<file path="src/rtl/usart_pkg.sv">
// Shared types and constants for the USART receive frame controller.
// Holds the FSM state encoding and the inter-byte timeout calculation.
package usart_pkg;

  typedef enum logic [2:0] {
    IDLE,
    LEN,
    PAYLOAD,
    CHECK,
    DELIVER
  } state_t;

  localparam logic [7:0]  DEFAULT_SOF_BYTE = 8'hA5;
  localparam int unsigned BITS_PER_BYTE    = 10;

  // 64-bit intermediate: bytes * bits * clk_freq overflows 32 bits at common clock rates.
  function automatic int unsigned timeout_clks(
    input longint unsigned clk_freq,
    input longint unsigned baud_rate,
    input longint unsigned timeout_bytes
  );
    longint unsigned clks;
    clks = (timeout_bytes * 64'(BITS_PER_BYTE) * clk_freq) / baud_rate;
    return 32'(clks);
  endfunction

endpackage

</file>
<file path="src/rtl/usart_frame_mem.sv">
// Payload buffer: DEPTH x 8 register file, synchronous write, combinational read.
// Contents are not reset; only bytes already written are ever read back.
module usart_frame_mem #(
  parameter int DEPTH = 16,
  parameter int AW    = 4
) (
  input  logic          clk,
  input  logic          wr_en,
  input  logic [AW-1:0] wr_addr,
  input  logic [7:0]    wr_data,
  input  logic [AW-1:0] rd_addr,
  output logic [7:0]    rd_data
);

  logic [7:0] mem [DEPTH];

  always_ff @(posedge clk) begin
    if (wr_en) mem[wr_addr] <= wr_data;
  end

  assign rd_data = mem[rd_addr];

endmodule

</file>
<file path="src/rtl/usart_rx_frame_ctrl.sv">
// Frame parser behind the USART receiver: SOF, LEN, payload, XOR checksum.
// Good frames are buffered and replayed on a valid/ready byte stream.
module usart_rx_frame_ctrl
  import usart_pkg::*;
#(
  parameter int unsigned CLK_FREQ      = 100_000_000,
  parameter int unsigned BAUD_RATE     = 115_200,
  parameter logic [7:0]  SOF_BYTE      = DEFAULT_SOF_BYTE,
  parameter int unsigned MAX_LEN       = 16,
  parameter int unsigned TIMEOUT_BYTES = 3
) (
  input  logic        clk,
  input  logic        reset_n,
  input  logic [7:0]  rx_data,
  input  logic        rx_enable,
  output logic [7:0]  out_data,
  output logic        out_valid,
  output logic        out_last,
  input  logic        out_ready,
  output logic        frame_ok,
  output logic        err_checksum,
  output logic        err_length,
  output logic        err_timeout,
  output logic        err_overrun,
  output logic [15:0] frame_count
);

  localparam int unsigned TIMEOUT_CLKS =
    timeout_clks(64'(CLK_FREQ), 64'(BAUD_RATE), 64'(TIMEOUT_BYTES));
  localparam int TW = $clog2(TIMEOUT_CLKS + 1);
  localparam int IW = $clog2(MAX_LEN + 1);
  localparam int MW = (MAX_LEN > 1) ? $clog2(MAX_LEN) : 1;
  localparam logic [TW-1:0] T_LAST = TW'(TIMEOUT_CLKS - 1);

  state_t          state_q, state_d;
  logic            en_q, primed_q;
  logic [IW-1:0]   len_q, len_d, idx_q, idx_d, rd_idx_q, rd_idx_d;
  logic [7:0]      csum_q, csum_d;
  logic [TW-1:0]   t_q, t_d;
  logic [15:0]     frame_count_q, frame_count_d;
  logic            frame_ok_d, err_checksum_d, err_length_d, err_timeout_d, err_overrun_d;
  logic            byte_valid, mem_we, handshake, last_rd, timed;
  logic [7:0]      mem_rd;

  assign byte_valid  = primed_q & (rx_enable ^ en_q);
  assign out_valid   = (state_q == DELIVER);
  assign last_rd     = (rd_idx_q == len_q - IW'(1));
  assign out_last    = out_valid & last_rd;
  assign out_data    = out_valid ? mem_rd : 8'h00;
  assign handshake   = out_valid & out_ready;
  assign mem_we      = (state_q == PAYLOAD) & byte_valid;
  assign timed       = (state_q == LEN) | (state_q == PAYLOAD) | (state_q == CHECK);
  assign frame_count = frame_count_q;

  usart_frame_mem #(
    .DEPTH (MAX_LEN),
    .AW    (MW)
  ) u_mem (
    .clk     (clk),
    .wr_en   (mem_we),
    .wr_addr (idx_q[MW-1:0]),
    .wr_data (rx_data),
    .rd_addr (rd_idx_q[MW-1:0]),
    .rd_data (mem_rd)
  );

  always_ff @(posedge clk or negedge reset_n) begin
    if (!reset_n) begin
      state_q       <= IDLE;
      en_q          <= 1'b0;
      primed_q      <= 1'b0;
      len_q         <= '0;
      idx_q         <= '0;
      rd_idx_q      <= '0;
      csum_q        <= '0;
      t_q           <= '0;
      frame_count_q <= '0;
      frame_ok      <= 1'b0;
      err_checksum  <= 1'b0;
      err_length    <= 1'b0;
      err_timeout   <= 1'b0;
      err_overrun   <= 1'b0;
    end else begin
      state_q       <= state_d;
      en_q          <= rx_enable;
      primed_q      <= 1'b1;
      len_q         <= len_d;
      idx_q         <= idx_d;
      rd_idx_q      <= rd_idx_d;
      csum_q        <= csum_d;
      t_q           <= t_d;
      frame_count_q <= frame_count_d;
      frame_ok      <= frame_ok_d;
      err_checksum  <= err_checksum_d;
      err_length    <= err_length_d;
      err_timeout   <= err_timeout_d;
      err_overrun   <= err_overrun_d;
    end
  end

  always_comb begin
    state_d        = state_q;
    len_d          = len_q;
    idx_d          = idx_q;
    rd_idx_d       = rd_idx_q;
    csum_d         = csum_q;
    t_d            = '0;
    frame_count_d  = frame_count_q;
    frame_ok_d     = 1'b0;
    err_checksum_d = 1'b0;
    err_length_d   = 1'b0;
    err_timeout_d  = 1'b0;
    err_overrun_d  = 1'b0;

    unique case (state_q)
      IDLE: begin
        if (byte_valid && rx_data == SOF_BYTE) state_d = LEN;
      end
      LEN: begin
        if (byte_valid) begin
          if (rx_data == 8'h00 || rx_data > 8'(MAX_LEN)) begin
            err_length_d = 1'b1;
            state_d      = IDLE;
          end else begin
            len_d   = IW'(rx_data);
            csum_d  = rx_data;
            idx_d   = '0;
            state_d = PAYLOAD;
          end
        end
      end
      PAYLOAD: begin
        if (byte_valid) begin
          csum_d = csum_q ^ rx_data;
          idx_d  = idx_q + IW'(1);
          if (idx_q == len_q - IW'(1)) state_d = CHECK;
        end
      end
      CHECK: begin
        if (byte_valid) begin
          if (rx_data == csum_q) begin
            frame_ok_d    = 1'b1;
            frame_count_d = frame_count_q + 16'd1;
            rd_idx_d      = '0;
            state_d       = DELIVER;
          end else begin
            err_checksum_d = 1'b1;
            state_d        = IDLE;
          end
        end
      end
      DELIVER: begin
        // The buffer is busy replaying; anything arriving now is lost.
        if (byte_valid) err_overrun_d = 1'b1;
        if (handshake) begin
          if (last_rd) state_d = IDLE;
          else         rd_idx_d = rd_idx_q + IW'(1);
        end
      end
      default: state_d = IDLE;
    endcase

    // A byte in the expiry cycle clears the counter instead of timing out.
    if (timed && !byte_valid) begin
      if (t_q == T_LAST) begin
        err_timeout_d = 1'b1;
        state_d       = IDLE;
      end else begin
        t_d = t_q + TW'(1);
      end
    end
  end

endmodule
</file>
<file path="config.mk">
export PLATFORM = sky130hd
export DESIGN_NAME = usart_rx_frame_ctrl
export DESIGN_NICKNAME = d
export VERILOG_FILES = /design/src/rtl/usart_pkg.sv /design/src/rtl/usart_frame_mem.sv /design/src/rtl/usart_rx_frame_ctrl.sv
export SDC_FILE = /design/constraint.sdc
export NUM_CORES = 1
export LEC_CHECK = 0
export ABC_AREA = 1
export BUFFER_PORTS_ARGS = -buffer_cell sky130_fd_sc_hd__buf_2
export CORE_UTILIZATION = 27
export CTS_CLUSTER_DIAMETER = 200
export DETAILED_ROUTE_END_ITERATION = 12
export SETUP_SLACK_MARGIN = 0.3
export SLEW_MARGIN = 20
export SYNTH_ARGS = -nofsm -noshare
export SYNTH_HDL_FRONTEND = slang
export SYNTH_SLANG_ARGS = --single-unit
export TNS_END_PERCENT = 20
</file>
<file path="constraint.sdc">
create_clock -name clk -period 1.79 [get_ports clk]
set_input_delay 0.2685 -clock clk [delete_from_list [all_inputs] [get_ports clk]]
set_output_delay 0.2685 -clock clk [all_outputs]
set_load 0.005 [all_outputs]
</file>
==> flow_summary.toml <==
[setup_path]
required_ps = 1520
cp.arrival_ps = 2030
path_cells = "buf_4 > clkbuf_16 > nor2_1 > nor2_1 > o21ai_0 > o211ai_1 > nand3_1 > a21oi_2 > buf_2"
path_class = "flop to output port"
crit_path_max_incr_delay_ps = 450
end_kind = "output port"
cp-start-kind = "flop"
crit_top_cell = "nor2_1"
cp_slowest_cell = "dfrtp_2"
path_max_fanout = 12

[power_and_ir_drop]
pwr-share-comb_pct = 27.6
p_seq_share_pct = 41.1
vdd_drop_max_mv = 0.665
totalPowerFinal_mw = 11.8
leakagePower_nw = 4.62
p_int_mw = 8.17
swShare_pct = 30.9
power_density_nw_per_um2 = 984
clockPowerShare_pct = 31.3
p_sw_mw = 3.66

[global_routing]
grt_util_all_layers_pct = 14.4
gr-total-overflow = 0
grt_pass1_vias = 6612
grt_max_degree = 65
antenna_found_initial = 0
grt_first_pass_wirelength_microns = 36800

[yosys]
synthesis.area_sq_um = 8910
ys_seq_area_share_pct = 61.1
synth-async-reset-ratio_pct = 33.3
ys_seq_elements = 192
syn_avg_cell_area_sq_um = 9.96
netlist.area_leader.share_pct = 43.1
yosys-top-cells-area = "edfxtp_1 43%, dfrtp_1 18%, nand2_1 7.1%"
synth-edff-count = 128
synth_nets = 916
syn_inst = 895
yosysTopAreaCell = "edfxtp_1"
synthFlopType = "edfxtp_1"
yosys_warnings = 0
yosys.cell_types.count = 41

[status]
status = "complete, but fails checks"
failed_checks = "setup timing"

[layout]
multi_input_comb_area_sq_um = 3700
fin_nets = 1035
final_cell_area_sq_um = 12000
regArea_sq_um = 5450
antenna_cells = 0
fillers = 3176
drive_gt1_share_pct = 32.9
syn2layout_area_growth_pct = 34.9

[floorplan]
rows = 66
initial_core_util_pct = 27.4
die-area_sq_um = 33700
core-area_sq_um = 32500
boundaryPins = 43
die_y_microns = 184
die_x_microns = 184

[timing]
setup_viol = 9
slew-limit-headroom_pct = 66.1
fin_worst_skew_ps = 10.2
setup_slack_ps = -512
grt_setup_unrepaired = "yes"
fin_crit_sh_pct = 129
finalCriticalPeriod_ps = 2300
slew_viol_final = 0
report.final.hold_viol_count = 0
worst_pin_slew_ps = 507
fmax_mhz = 434

[clock_network]
htree_num_levels = 4
cts_tree = "yes"
clockBufferDepth = 2
numCtsBuffers = 17
clk_pin_slew_ps = 70
clock_latency_ps = 450
clockRootBuffer = "clkbuf_16"
cts.sinks = 192

[placed_design]
placed_area_sq_um = 10200
portBuffers = 42
gp_congestion = 0.843
dp_hpwl_microns = 15200

[drt]
first_pass_iters = 5
drtAntennaViolNets = 0
drt_iter0_drc = 501
vias_per_cell = 4.66
drt-total-wl_microns = 24200
vias = 6839
wl_per_cell_microns = 16.5
drc = 0

[flow_run]
max-cap-violations = 0

[hold_path]
hold_path.class = "primary input to flop"
[power by group through the flow]
stage	clock network (mW)	logic [mW]	registers, mW
floorplan	0	1.50	4.93
global placement	0	2.64	4.95
detailed placement	0	2.67	4.95
CTS	3.76	3.09	4.86
global route	3.91	3.56	4.87
finish	3.71	3.26	4.87
[area by class of cell]
class	instances	area share [%]
Clock buffer	18	3.57
Clock inverter	14	1.06
Inverter	75	2.73
Multi-Input combinational cell	596	30.8
Sequential cell	192	45.3
Tap cell	442	4.60
Timing Repair Buffer	132	11.9
[worst max-delay path: cells and delay by family (launching register included)]
kind | cells | cell delay, ps
buf+inv | 3 | 470
flops | 1 | 450
simple gates | 3 | 250
compound gates | 3 | 410
[registers in the layout (all words and copies together) (netlist names), 3 cells and up]
signal and count:
len_q 5, u_mem.mem 128, state_q 3, t_q 15, rd_idx_q 5, csum_q 8
frame_count 16, idx_q 5
[worst paths after layout]
check / cells past startpoint / start / end / slack (ps)
max: 9 / rd_idx_q[0]$_DFFE_PN0P_ / out_data[3] / -510
min: 4 / out_ready / state_q[2]$_DFF_PN0_ / 140
max reg2reg: 9 / state_q[0]$_DFF_PN0_ / u_mem.mem[15][1]$_DFFE_PP_ / 150
min reg2reg: 1 / t_q[0]$_DFF_PN0_ / t_q[0]$_DFF_PN0_ / 510
max in group asynchronous: 3 / reset_n / rd_idx_q[0]$_DFFE_PN0P_ / 1120
min in group asynchronous: 3 / reset_n / frame_count[13]$_DFFE_PN0P_ / 370
[metrics by stage]
| step | setup TNS (ps) | instances | setup slack [ps] | hold WS, ps | util (%) |
|---|---|---|---|---|---|
| after floorplan | 0 | 895 | 241 | -27.1 | - |
| after global placement | -143 | 1407 | -83.9 | 316 | 31.4 |
| after detailed placement | -259 | 1407 | -79.6 | 317 | 31.4 |
| after CTS | -3920 | 1457 | -457 | 121 | 35.1 |
| after global routing | -4900 | 1469 | -576 | 163 | 36.9 |
| final | -4080 | 1469 | -512 | 145 | 36.9 |
[kinds of logic after synthesis]
kind of cell / count (synthesis) / synth area share [%]
flops: 192 / 61.1
xor+xnor: 26 / 2.56
fa+ha+maj: 9 / 1.26
other cells: 1 / 0.0421
buf+inv: 107 / 5.21
compound gates: 146 / 9.15
simple gates: 414 / 20.7
[per-layer routing]
layer / up-vias / share of wire (%) / GRT usage [%]
met1: 3355 / 45 / 19.9
met2: 184 / 47 / 22.6
li1: 3279 / - / -
met3: 21 / 6.0 / 2.99
met4: 0 / 1.2 / 3.93
met5: - / 0 / 0
[placed cells by master, fill, tap and decap left out, types with 7 or more instances in the layout]
cell / instances
nor2_4: 34
inv_1: 49
nand2_4: 7
a21oi_1: 9
buf_4: 38
o21ai_1: 31
buf_6: 14
xor2_1: 14
inv_2: 19
clkbuf_16: 19
nor2_2: 8
o21ai_2: 12
nand2_2: 36
o211ai_1: 16
a21oi_2: 7
dfrtp_1: 62
buf_2: 40
o22ai_1: 15
nand3_1: 38
nand2_1: 126
nor2_1: 111
buf_12: 23
xnor2_1: 8
nand3_2: 14
edfxtp_1: 128
o21ai_0: 50
nand4_1: 10
buf_8: 8
[Yosys cell counts (3+ instances only)]
cell and instances:
edfxtp_1 128, nand2_1 169, clkbuf_1 6, ha_1 9, nand3b_1 4, nand4_1 10
xnor2_1 12, inv_1 64, nand3_4 3, o22ai_1 16, buf_4 3, nor3b_2 4
nor2_2 7, inv_2 10, o211ai_1 16, nor2_1 144, nand3_1 51, nor3_1 8
o21ai_1 9, a21oi_1 16, nand2_2 4, xor2_1 14, nor3_2 3, dfrtp_1 64
buf_2 17, buf_6 4, o21ai_0 84
[timing repair]
item                       CTS  global route
gates cloned                 5             2
gates resized for setup    126           117
hold buffers                 2             0
pin swaps                   85            89
hold endpoints to repair    65             0
setup buffers               11            10
setup endpoints to repair  174           192
Power figures use the tool's default switching activity.
